$ cat config.mk
export PLATFORM = sky130hd
export DESIGN_NAME = cpu_sequencer
export DESIGN_NICKNAME = d
export VERILOG_FILES = /design/src/rtl/cpu_sequencer_pkg.sv /design/src/rtl/cpu_sequencer_irq_sync.sv /design/src/rtl/cpu_sequencer.sv
export SDC_FILE = /design/constraint.sdc
export NUM_CORES = 1
export LEC_CHECK = 0
export ABC_AREA = 1
export BUFFER_PORTS_ARGS = -buffer_cell sky130_fd_sc_hd__buf_4
export CORE_UTILIZATION = 47
export CTS_CLUSTER_SIZE = 24
export DETAILED_ROUTE_END_ITERATION = 8
export GPL_TIMING_DRIVEN = 0
export PLACE_DENSITY = 0.93
export SETUP_SLACK_MARGIN = 0.3
export SLEW_MARGIN = 20
export SYNTH_ARGS = -nofsm -noshare
export SYNTH_HDL_FRONTEND = slang
export SYNTH_HIERARCHICAL = 1
export SYNTH_SLANG_ARGS = --single-unit
$ cat constraint.sdc
create_clock -name clk -period 1.6 [get_ports clk]
set_input_delay 0.08 -clock clk [delete_from_list [all_inputs] [get_ports clk]]
set_output_delay 0.08 -clock clk [all_outputs]
set_load 0.05 [all_outputs]
$ cat src/rtl/cpu_sequencer_pkg.sv
// Shared definitions for the instruction-cycle sequencer: state encoding and
// instruction-register bit positions.
package cpu_sequencer_pkg;

  localparam logic [1:0] ST_FETCH = 2'd0;
  localparam logic [1:0] ST_EXEC0 = 2'd1;
  localparam logic [1:0] ST_EXEC1 = 2'd2;
  localparam logic [1:0] ST_INTR  = 2'd3;

  localparam int IR_TWO_CYCLE = 7;

  typedef enum logic [1:0] {
    S_FETCH = ST_FETCH,
    S_EXEC0 = ST_EXEC0,
    S_EXEC1 = ST_EXEC1,
    S_INTR  = ST_INTR
  } state_e;

endpackage

$ cat src/rtl/cpu_sequencer_irq_sync.sv
// Multi-flop synchronizer for the asynchronous irq line, followed by a
// rising-edge detector on the synchronized level.
module irq_sync #(
  parameter int SYNC_STAGES = 2
) (
  input  logic clk,
  input  logic rst_n,
  input  logic irq,
  output logic irq_rise
);

  logic [SYNC_STAGES-1:0] r_sync;
  logic                   r_prev;

  always_ff @(posedge clk or negedge rst_n) begin
    if (!rst_n) begin
      r_sync <= '0;
      r_prev <= 1'b0;
    end else begin
      r_sync <= {r_sync[SYNC_STAGES-2:0], irq};
      r_prev <= r_sync[SYNC_STAGES-1];
    end
  end

  assign irq_rise = r_sync[SYNC_STAGES-1] & ~r_prev;

endmodule

$ cat src/rtl/cpu_sequencer.sv
// Instruction-cycle sequencer: fetch / exec0 / exec1 / interrupt entry, with
// the instruction register, carry flag and interrupt-enable flag.
module cpu_sequencer
  import cpu_sequencer_pkg::*;
#(
  parameter int SYNC_STAGES = 2
) (
  input  logic       clk,
  input  logic       rst_n,
  input  logic [7:0] mem_rdata,
  input  logic       mem_ready,
  input  logic       dec_m,
  input  logic       dec_wc,
  input  logic       dec_cli,
  input  logic       dec_sti,
  input  logic       alu_carry,
  input  logic       irq,
  output logic [7:0] inst,
  output logic       cycle,
  output logic       carry,
  output logic       ie,
  output logic       pc_inc,
  output logic       exec_en,
  output logic       int_ack,
  output logic       stall,
  output logic [1:0] dbg_state,
  output logic       dbg_pending
);

  state_e     r_state;
  logic [7:0] r_inst;
  logic       r_carry;
  logic       r_ie;
  logic       r_pending;
  logic       r_pc_inc;

  logic w_irq_rise;
  logic w_exec1_wait;
  logic w_exec_en;
  logic w_stall;
  logic w_ie_next;
  logic w_take;

  irq_sync #(.SYNC_STAGES(SYNC_STAGES)) u_irq_sync (
    .clk      (clk),
    .rst_n    (rst_n),
    .irq      (irq),
    .irq_rise (w_irq_rise)
  );

  // ie_next folds in this cycle's CLI/STI so a CLI in the last execute cycle
  // already blocks interrupt entry at that boundary.
  always_comb begin
    w_exec1_wait = (r_state == S_EXEC1) & dec_m & ~mem_ready;
    w_exec_en    = (r_state == S_EXEC0) | ((r_state == S_EXEC1) & ~w_exec1_wait);
    w_stall      = ((r_state == S_FETCH) & ~mem_ready) | w_exec1_wait;
    w_ie_next    = r_ie;
    if (dec_cli & w_exec_en)      w_ie_next = 1'b0;
    else if (dec_sti & w_exec_en) w_ie_next = 1'b1;
    w_take       = r_pending & w_ie_next;
  end

  always_ff @(posedge clk or negedge rst_n) begin
    if (!rst_n) begin
      r_state   <= S_FETCH;
      r_inst    <= 8'h00;
      r_carry   <= 1'b0;
      r_ie      <= 1'b0;
      r_pending <= 1'b0;
      r_pc_inc  <= 1'b0;
    end else begin
      r_pc_inc <= 1'b0;
      r_ie     <= w_ie_next;
      if (dec_wc & w_exec_en) r_carry <= alu_carry;
      // A new edge arriving during INTR must survive the clear.
      if (w_irq_rise)               r_pending <= 1'b1;
      else if (r_state == S_INTR)   r_pending <= 1'b0;

      case (r_state)
        S_FETCH: begin
          if (mem_ready) begin
            r_inst   <= mem_rdata;
            r_pc_inc <= 1'b1;
            r_state  <= S_EXEC0;
          end
        end
        S_EXEC0: begin
          if (r_inst[IR_TWO_CYCLE]) r_state <= S_EXEC1;
          else                      r_state <= w_take ? S_INTR : S_FETCH;
        end
        S_EXEC1: begin
          if (!w_exec1_wait) r_state <= w_take ? S_INTR : S_FETCH;
        end
        S_INTR: begin
          r_ie    <= 1'b0;
          r_state <= S_FETCH;
        end
        default: r_state <= S_FETCH;
      endcase
    end
  end

  assign inst        = r_inst;
  assign cycle       = (r_state == S_EXEC1);
  assign carry       = r_carry;
  assign ie          = r_ie;
  assign pc_inc      = r_pc_inc;
  assign exec_en     = w_exec_en;
  assign int_ack     = (r_state == S_INTR);
  assign stall       = w_stall;
  assign dbg_state   = r_state;
  assign dbg_pending = r_pending;

endmodule

# ---- Word-level counts from Yosys, hierarchy flattened
# Cells that the tools add are included.
dict set report word_totals {
  reg_bits 17
  input_bits 17
  output_inout_bits 18
  word_cells 43
}
dict set report classes {
  eq_ne 5
  mux 12
  n_bitwise 14
  n_reduce_logical 4
}
# cell count
set ops {}
lappend ops {{$and A1 B1 Y1} 9}
lappend ops {{$mux W2} 4}
lappend ops {{$pmux W2 S4} 1}
lappend ops {{$mux W1} 7}
lappend ops {{$eq A2 B2 Y1 const B} 2}
lappend ops {{$ne A2 B2 Y1 const B} 2}
lappend ops {{$reduce_and A2 Y1} 2}
lappend ops {{$not A1 Y1} 3}
lappend ops {{$eq A2 B1 Y1 const B} 1}
lappend ops {{$logic_not A2 Y1} 1}
lappend ops {{$or A1 B1 Y1} 2}
lappend ops {{$reduce_bool A2 Y1} 1}

# ---- Depth between registers and ports, before layout
# Gate-level depths: netlist of run 1.
dict set report logic_depth {
  ltp_word 13
  ltp_mapped 10
  mapped_depth_nobuf 10
}

# ---- By module
# Netlist of run 1, hierarchy kept.
# module n_inst cells_per_inst area_per_inst_um2 seq_area_each_um2
set modules_own_cells {}
lappend modules_own_cells {cpu_sequencer 1 74 640.6 350.3}
lappend modules_own_cells {irq_sync 1 5 85.1 75.1}

# ---- Worst setup path before layout of run 1
# No wires, ideal clock.
dict set report synth_path {
  path_kind {flip-flop to flip-flop}
  from {register r_state[0] (netlist: dbg_state[0])}
  to {register r_state[0] (netlist: dbg_state[0])}
  setup_time_ns 0.123
  arrival_ns 2.186
  required_ns 1.477
  slack_ns -0.709
  stages_incl_launch_ff 7
  path_buffers 0
  synth_period_minus_slack_ns 2.309
  cell_sequence {dfrtp_1 > nor2_1 > inv_1 > o21ai_0 > inv_1 > nand2_1 > a21oi_1}
}
dict set report synth_between {
  elab_chain_len 13
  word_cells_on_any_way 21
  cone_classes {5 x eq/ne; 6 x mux; 8 x bitwise; 2 x reduce/logical}
}
# item line_no
set synth_rtl {}
lappend synth_rtl {{start, declared} cpu_sequencer.sv:30} ;# state_e r_state;
lappend synth_rtl {{start signal, assigned} cpu_sequencer.sv:89} ;# else r_state <= w_take ? S_INTR : S_FETCH;
lappend synth_rtl {{start signal, assigned} cpu_sequencer.sv:92} ;# if (!w_exec1_wait) r_state <= w_take ? S_INTR : S_FETCH;
lappend synth_rtl {{$eq A2 B2 Y1} {cpu_sequencer.sv:54, cpu_sequencer.sv:55, cpu_sequencer.sv:79}}
lappend synth_rtl {{$and A1 B1 Y1 (2 in a row)} cpu_sequencer.sv:54} ;# w_exec1_wait = (r_state == S_EXEC1) & dec_m & ~mem_ready;
lappend synth_rtl {{$not A1 Y1} cpu_sequencer.sv:55} ;# w_exec_en = (r_state == S_EXEC0) | ((r_state == S_EXEC1) & ~w_exec1_wait);
lappend synth_rtl {{$and A1 B1 Y1} cpu_sequencer.sv:55}
lappend synth_rtl {{$or A1 B1 Y1} cpu_sequencer.sv:55}
lappend synth_rtl {{$and A1 B1 Y1} cpu_sequencer.sv:59} ;# else if (dec_sti & w_exec_en) w_ie_next = 1'b1;
lappend synth_rtl {{$mux W1} cpu_sequencer.sv:59}
lappend synth_rtl {{$mux W1} cpu_sequencer.sv:58} ;# if (dec_cli & w_exec_en) w_ie_next = 1'b0;
lappend synth_rtl {{$and A1 B1 Y1} cpu_sequencer.sv:60} ;# w_take = r_pending & w_ie_next;
lappend synth_rtl {{$mux W2} {cpu_sequencer.sv:89, cpu_sequencer.sv:92}}
lappend synth_rtl {{$mux W2 (on tied branches)} {cpu_sequencer.sv:92, cpu_sequencer.sv:88}}
lappend synth_rtl {{$pmux W2 S4} cpu_sequencer.sv:79} ;# case (r_state)
# Several ways; a longest one is shown, not always the timed one. The select of a mux whose other input is x is not followed.
# A chain may end at the register's enable or synchronous reset.

# ---- Worst setup path in the final report of run 1
dict set report layout_path {
  from {register r_state[1] (netlist: dbg_state[1])}
  to {output stall}
}
dict set report layout_between {
  elab_chain_len 4
  word_cells_on_any_way 6
  cone_classes {1 x eq/ne; 4 x bitwise; 1 x reduce/logical}
}
# item line_no
set layout_rtl {}
lappend layout_rtl {{$eq A2 B2 Y1} cpu_sequencer.sv:54}
lappend layout_rtl {{$and A1 B1 Y1 (2 in a row)} cpu_sequencer.sv:54}
lappend layout_rtl {{$or A1 B1 Y1 (*)} cpu_sequencer.sv:56} ;# w_stall = ((r_state == S_FETCH) & ~mem_ready) | w_exec1_wait;
lappend layout_rtl {{end, declared} cpu_sequencer.sv:25} ;# output logic stall,
# Every way passes the cells marked *; elsewhere a longest branch is shown, timed or not.

==> metrics.txt, run 1 <==
status complete, no violations; max-cap violation count 0; fin crit period between 1000 and 1500 ps; TritonCTS Buffers 3; Die Width 41.3 um; final setup vio count 0; vias around 760; number of global-route vias before repair 721; clock transition at the registers of the reported paths roughly 100 ps; GRT Util Overall 0.281; Logic pwr share 0.666; pre-CTS setup slack around 300 ps; Fillers 50; Peak Freq about 700 MHz; First-pass DRT Iterations 4; post-synth top area cell dfrtp_1; Sw Pwr around 1.6 mW; Iteration-0 DRC Markers 21; # DRC 0; core area 0.00137 mm2; startpoint types register; final worst setup slack 159 ps; syn_area_per_cell 9.19 um2; power share of the clock group 0.078; distinct cell type count after synthesis 17; Seq/Total Area, Yosys 0.586; warnings from Yosys 6; gpl congestion approximately 0.64; Total Power 2.92 mW; Avg WL per Cell 15.5 um; full die area roughly 0.0017 mm2; clk root buf clkbuf_4; CTS tree done; final core utilization 0.921; clk_skew 12.5 ps; DRT antenna net count 0; FP Rows 13; nets 152; initial antenna violation count 0; P_leak approximately 0.69 nW; area grow syn2layout 73.4%; max-slew violations 0; Net Count, Synth 96; CP Data Required Time 1520 ps; Synth Instances 79; critical path arrival around 1400 ps; RSZ-0062 raised after global routing true; Port Buffers 34; Power Density 2320 mW/mm2; #FFs+latches synth 17; Hold Path Class input pin to register; share of the synthesized area in the top cell type 0.586; Setup crit end kind primary output; # diodes 0; Power Internal roughly 1.4 mW; Flop pwr share 0.256; die height roughly 41 um; Slowest-stage cell, CP dfrtp_2; cell chain of the critical path inv_2 > nor2_4 > nand3_4 > o21ai_4 > buf_6; Worst VDD drop about 1.5 mV; CTS sink cnt 17; actual slew at the worst max-slew pin around 230 ps; commonest non-fill, non-tap cell in the layout buf_4; Area after DPL 0.00104 mm2; Final Cell Area 0.00126 mm2; critical path class register to primary output; DP HPWL 1310 um; Post-Syn Area just over 700 um2; Hold Vio Cnt, Final 0; WP buf/inv 2; most frequent cells in the layout 38 x buf_4, 29 x nand2_1, 15 x dfrtp_1; ranking of synthesized cells by area dfrtp_1 59%, nand2_1 15%, inv_1 5.2%; crit path max fanout 4; Ports 35; Rel. slew slack 0.848; max incr delay on CP between 400 and 500 ps; gr ovfl total 0; clock buffer depth 2; total number of H-tree levels 1; part of the cycle the worst path needs 0.901; Min Hold Slack 11.2 ps; pin count of the biggest net entering global routing 18; first-pass GRT wire length 2920 um; cell family with most CP delay flip-flops; Switching Fraction 0.537; layout cells sized above 1 0.485; initial core utilization 0.531; Vias/cell 5.07; insertion delay to the later sink of the worst-skew pair 300 ps; WL final around 2300 um
-- path summary, 6_finish.rpt --
kind                                                   to                           start  cells after the start  slack (ps)
max                                                 stall        dbg_state[1]$_DFFE_PN0P_                      5         160
min                                   inst[5]$_DFFE_PN0P_                    mem_rdata[5]                      3          10
max reg2reg                      dbg_state[0]$_DFFE_PN0P_        dbg_state[1]$_DFFE_PN0P_                      9         280
min reg2reg                u_irq_sync/r_sync[1]$_DFF_PN0_  u_irq_sync/r_sync[0]$_DFF_PN0_                      0         350
max in group asynchronous        dbg_state[1]$_DFFE_PN0P_                           rst_n                      2        1220
min in group asynchronous             inst[0]$_DFFE_PN0P_                           rst_n                      2         180
-- cells by family after synthesis --
group | count (synthesis) | synth area share
AO/OA/AOI/OAI | 7 | 0.0535
flip-flops | 17 | 0.586
buffers and inverters | 12 | 0.0638
AND/OR/NAND/NOR | 43 | 0.297
-- worst register-to-register path, stage by stage, from the launching register on --
cell	delay, ps
dfrtp_2	410
inv_2	70
nor2_4	200
nand3_4	120
o21ai_4	90
buf_4	140
buf_4	90
inv_1	30
nand2_1	50
a21oi_1	40
-- what timing repair did --
item                                   4_1_cts  5_1_grt
gates resized for setup                      4       10
endpoints found under the hold margin       25        0
buffers inserted                             7        1
setup endpoints to repair                    3       14
hold buffers                                 9        0
pin swaps                                    3        3
-- synthesized netlist by cell type --
cell     number
nand3_2       2
nand4_1       1
nor2_1        3
buf_2         1
inv_2         1
nand2_4       3
nand2_2       2
o21ai_0       3
nor2_2        1
a31oi_1       1
a21o_1        1
nor2_4        1
dfrtp_1      17
nand3_1       1
a21oi_1       2
nand2_1      29
inv_1        10
-- flip-flops by register name, summed over array words and instances, names as in the netlist --
| register | cells |
|---|---|
| ie | 1 |
| dbg_pending | 1 |
| u_irq_sync/r_prev | 1 |
| inst | 8 |
| dbg_state | 2 |
| carry | 1 |
| u_irq_sync/r_sync | 2 |
| pc_inc | 1 |
-- through the flow --
step                instances  TNS (ps)
floorplan                  79      -107
global placement          128         0
detailed placement        128         0
CTS                       148         0
global route              149         0
finish                    149         0
-- cell type report --
cell class	instances	area, um2	area share
flip-flops and latches	17	428	0.340
repair buffers	51	432	0.343
well taps	15	18.8	0.0149
clock buffers	4	26.3	0.0209
multi-input cells	50	305	0.243
inverters	11	41.3	0.0328
plain buffers	1	7.51	0.00596
-- power groups by stage --
stage,sequential (mW),clock (mW),combinational [mW]
final,0.745,0.229,1.94
after global routing,0.760,0.246,2.05
after CTS,0.729,0.228,1.81
after floorplan,1.30,0,0.606
after global placement,0.728,0,1.61
after detailed placement,0.739,0,1.66
-- routing by layer --
metal | up-vias | wire length, um | GRT usage
met5 | - | 0 | 0
met4 | 0 | 72 | 0.226
met1 | 353 | 835 | 0.265
met2 | 41 | 1250 | 0.508
li1 | 352 | - | -
met3 | 9 | 153 | 0.0691
No activity file was read; power rests on OpenSTA's default activity.
==> inputs of run 2 (changes only) <==
--- a/config.mk
+++ b/config.mk
@@ -5,7 +5,6 @@
 export SDC_FILE = /design/constraint.sdc
 export NUM_CORES = 1
 export LEC_CHECK = 0
-export ABC_AREA = 1
 export BUFFER_PORTS_ARGS = -buffer_cell sky130_fd_sc_hd__buf_4
 export CORE_UTILIZATION = 47
 export CTS_CLUSTER_SIZE = 24
==> metrics.txt, run 2 <==
Seq/Total Area, Yosys 0.589 (+0.00305); max-slew violations 0 (unchanged); initial core utilization 0.528 (-0.00275); Flop pwr share 0.285 (+0.029); Avg WL per Cell 14.2 um (-8.8%); final worst setup slack 243 ps (+84.3 ps); Rel. slew slack 0.851 (+0.00251); layout cells sized above 1 0.625 (+0.140); Min Hold Slack 15.7 ps (+4.46 ps); CP Data Required Time 1520 ps (about the same); Ports 35 (unchanged); DRT antenna net count 0 (unchanged); commonest cells in the netlist 17 x dfrtp_1, 7 x mux2_2, 5 x inv_1; Power Density 2360 mW/mm2 (+1.7%); actual slew at the worst max-slew pin 223 ps (-4.42 ps); pre-CTS setup slack 163 ps (-134 ps); die height 41.2 um (-0.25%); Power Internal 1.29 mW (-4.5%); max incr delay on CP 460 ps (+50 ps); gr ovfl total 0 (unchanged); Slowest-stage cell, CP dfrtp_2; Worst VDD drop 1.61 mV (+10%); Logic pwr share 0.632 (-0.034); FP Rows 13 (unchanged); max-cap violation count 0 (unchanged); Sw Pwr 1.27 mW (-19%); startpoint types register; Die Width 41.2 um (-0.25%); top-count cell post-synth dfrtp_1; WP buf/inv 1 (-1); Iteration-0 DRC Markers 2 (-90%); crit path max fanout 5 (+1); cell chain of the critical path and2b_4 > a21o_4 > buf_6; TritonCTS Buffers 3 (unchanged); Hold Path Class input pin to register; Synth Instances 54 (-32%); Post-Syn Area 722 um2 (-0.52%); power share of the clock group 0.084 (+0.006); Setup TNS 0 ps (unchanged); final setup vio count 0 (unchanged); gpl congestion 0.613 (-4.2%); Post-synth EDFFs 0 (unchanged); Port Buffers 34 (unchanged); critical path arrival 1280 ps (-80 ps); Hold Vio Cnt, Final 0 (unchanged); ranking of synthesized cells by area dfrtp_1 59%, mux2_2 11%, nor2b_4 3.8%; critical path class register to primary output; clock transition at the registers of the reported paths 90 ps (about the same); cell family with most CP delay flip-flops; First-pass DRT Iterations 2 (-2); status complete, no violations; pin count of the biggest net entering global routing 18 (unchanged); DP HPWL 1150 um (-12%); vias 574 (-24%); Vias/cell 5.17 (+2.1%); Peak Freq 737 MHz (+6.2%); first-pass GRT wire length 2160 um (-26%); CTS sink cnt 17 (unchanged); most used flip-flop cell after synthesis dfrtp_1; CTS tree done; Switching Fraction 0.497 (-0.0398); clk root buf clkbuf_4; nets 114 (-25%); most frequent cells in the layout 33 x buf_4, 15 x dfrtp_1, 7 x mux2_2; P_leak 0.540 nW (-21%); share of the synthesized area in the top cell type 0.589 (+0.00305); clk_skew 1.07 ps (-11.5 ps); distinct cell type count after synthesis 24 (+7); insertion delay to the later sink of the worst-skew pair 280 ps (-20 ps); RSZ-0062 raised after global routing true; part of the cycle the worst path needs 0.848 (-0.0527); post-synth top area cell dfrtp_1; Net Count, Synth 71 (-26%); syn_area_per_cell 13.4 um2 (+46%); fin crit period 1360 ps (-84.3 ps); # DRC 0 (unchanged); Setup crit end kind primary output; GRT Util Overall 0.204 (-0.0775); Largest register FFs 8 (unchanged); WL final 1570 um (-32%); number of global-route vias before repair 530 (-26%); clock buffer depth 2 (unchanged); total number of H-tree levels 1 (unchanged); core area 0.00137 mm2 (unchanged); initial antenna violation count 0 (unchanged); area grow syn2layout 50.8%; warnings from Yosys 6 (unchanged); # diodes 0 (unchanged); #FFs+latches synth 17 (unchanged); commonest non-fill, non-tap cell in the layout buf_4; ys async rst share 1.00 (unchanged); full die area 0.00170 mm2 (-0.51%)
-- run 2: final timing paths --
check / endpoint / depth (start not counted) / slack, ps / start
hold reg to reg: u_irq_sync/r_sync[1]$_DFF_PN0_ / 0 / 360 / u_irq_sync/r_sync[0]$_DFF_PN0_
setup reg to reg: inst[5]$_DFFE_PN0P_ / 3 / 260 / dbg_state[1]$_DFFE_PN0P_
max in group asynchronous: dbg_state[0]$_DFFE_PN0P_ / 2 / 1220 / rst_n
setup / recovery: exec_en / 3 / 240 / dbg_state[0]$_DFFE_PN0P_
min in group asynchronous: u_irq_sync/r_sync[0]$_DFF_PN0_ / 2 / 190 / rst_n
hold / removal: inst[7]$_DFFE_PN0P_ / 3 / 20 / mem_rdata[7]
-- run 2: layout make-up --
type | count | area, um2
flip-flops and latches | 17 | 428
multi-input cells | 31 | 280
well taps | 15 | 18.8
inverters | 5 | 18.8
plain buffers | 1 | 11.3
fillers | 101 | 278
clock buffers | 4 | 26.3
repair buffers | 38 | 305
-- run 2: cell families after synthesis --
| kind of cell | Yosys count | synth area share |
|---|---|---|
| buffers and inverters | 6 | 0.0364 |
| AO/OA/AOI/OAI | 11 | 0.125 |
| AND/OR/NAND/NOR | 12 | 0.120 |
| flip-flops | 17 | 0.589 |
| multiplexers | 8 | 0.130 |
-- run 2: per-stage QoR --
| step | util | instances | total power, mW | cell area, um2 |
|---|---|---|---|---|
| global route | 0.797 | 111 | 2.69 | 1090 |
| floorplan | - | 54 | 1.82 | 724 |
| global placement | 0.731 | 103 | 2.23 | 998 |
| detailed placement | 0.731 | 103 | 2.27 | 998 |
| finish | 0.797 | 111 | 2.57 | 1090 |
| CTS | 0.793 | 111 | 2.56 | 1080 |
-- run 2: what timing repair did --
item                                    4_1_cts  5_1_grt
gates resized for setup                       6        2
hold buffers                                  2        0
endpoints found under the setup margin       10       13
buffers inserted                              2        0
endpoints found under the hold margin        18        0
-- run 2: routing by layer --
layer | vias to the layer above | wire [um] | track usage | part of all wire
li1 | 268 | - | - | -
met1 | 276 | 619 | 0.206 | 0.39
met2 | 30 | 826 | 0.406 | 0.53
met3 | 0 | 126 | 0.0326 | 0.080
met4 | 0 | 0 | 0.0726 | 0
met5 | - | 0 | 0 | 0
-- run 2: worst register-to-register path: stages (launching register included) --
cell and delay (ps):
dfrtp_2 460, nor3_2 260, buf_6 180, mux2_2 340
-- run 2: power groups by stage --
stage | logic (mW) | clock network [mW] | registers [mW]
6_report | 1.62 | 0.214 | 0.730
5_1_grt | 1.69 | 0.248 | 0.748
4_1_cts | 1.61 | 0.224 | 0.727
3_5_place_dp | 1.54 | 0 | 0.734
3_3_place_gp | 1.51 | 0 | 0.722
2_1_floorplan | 0.517 | 0 | 1.30
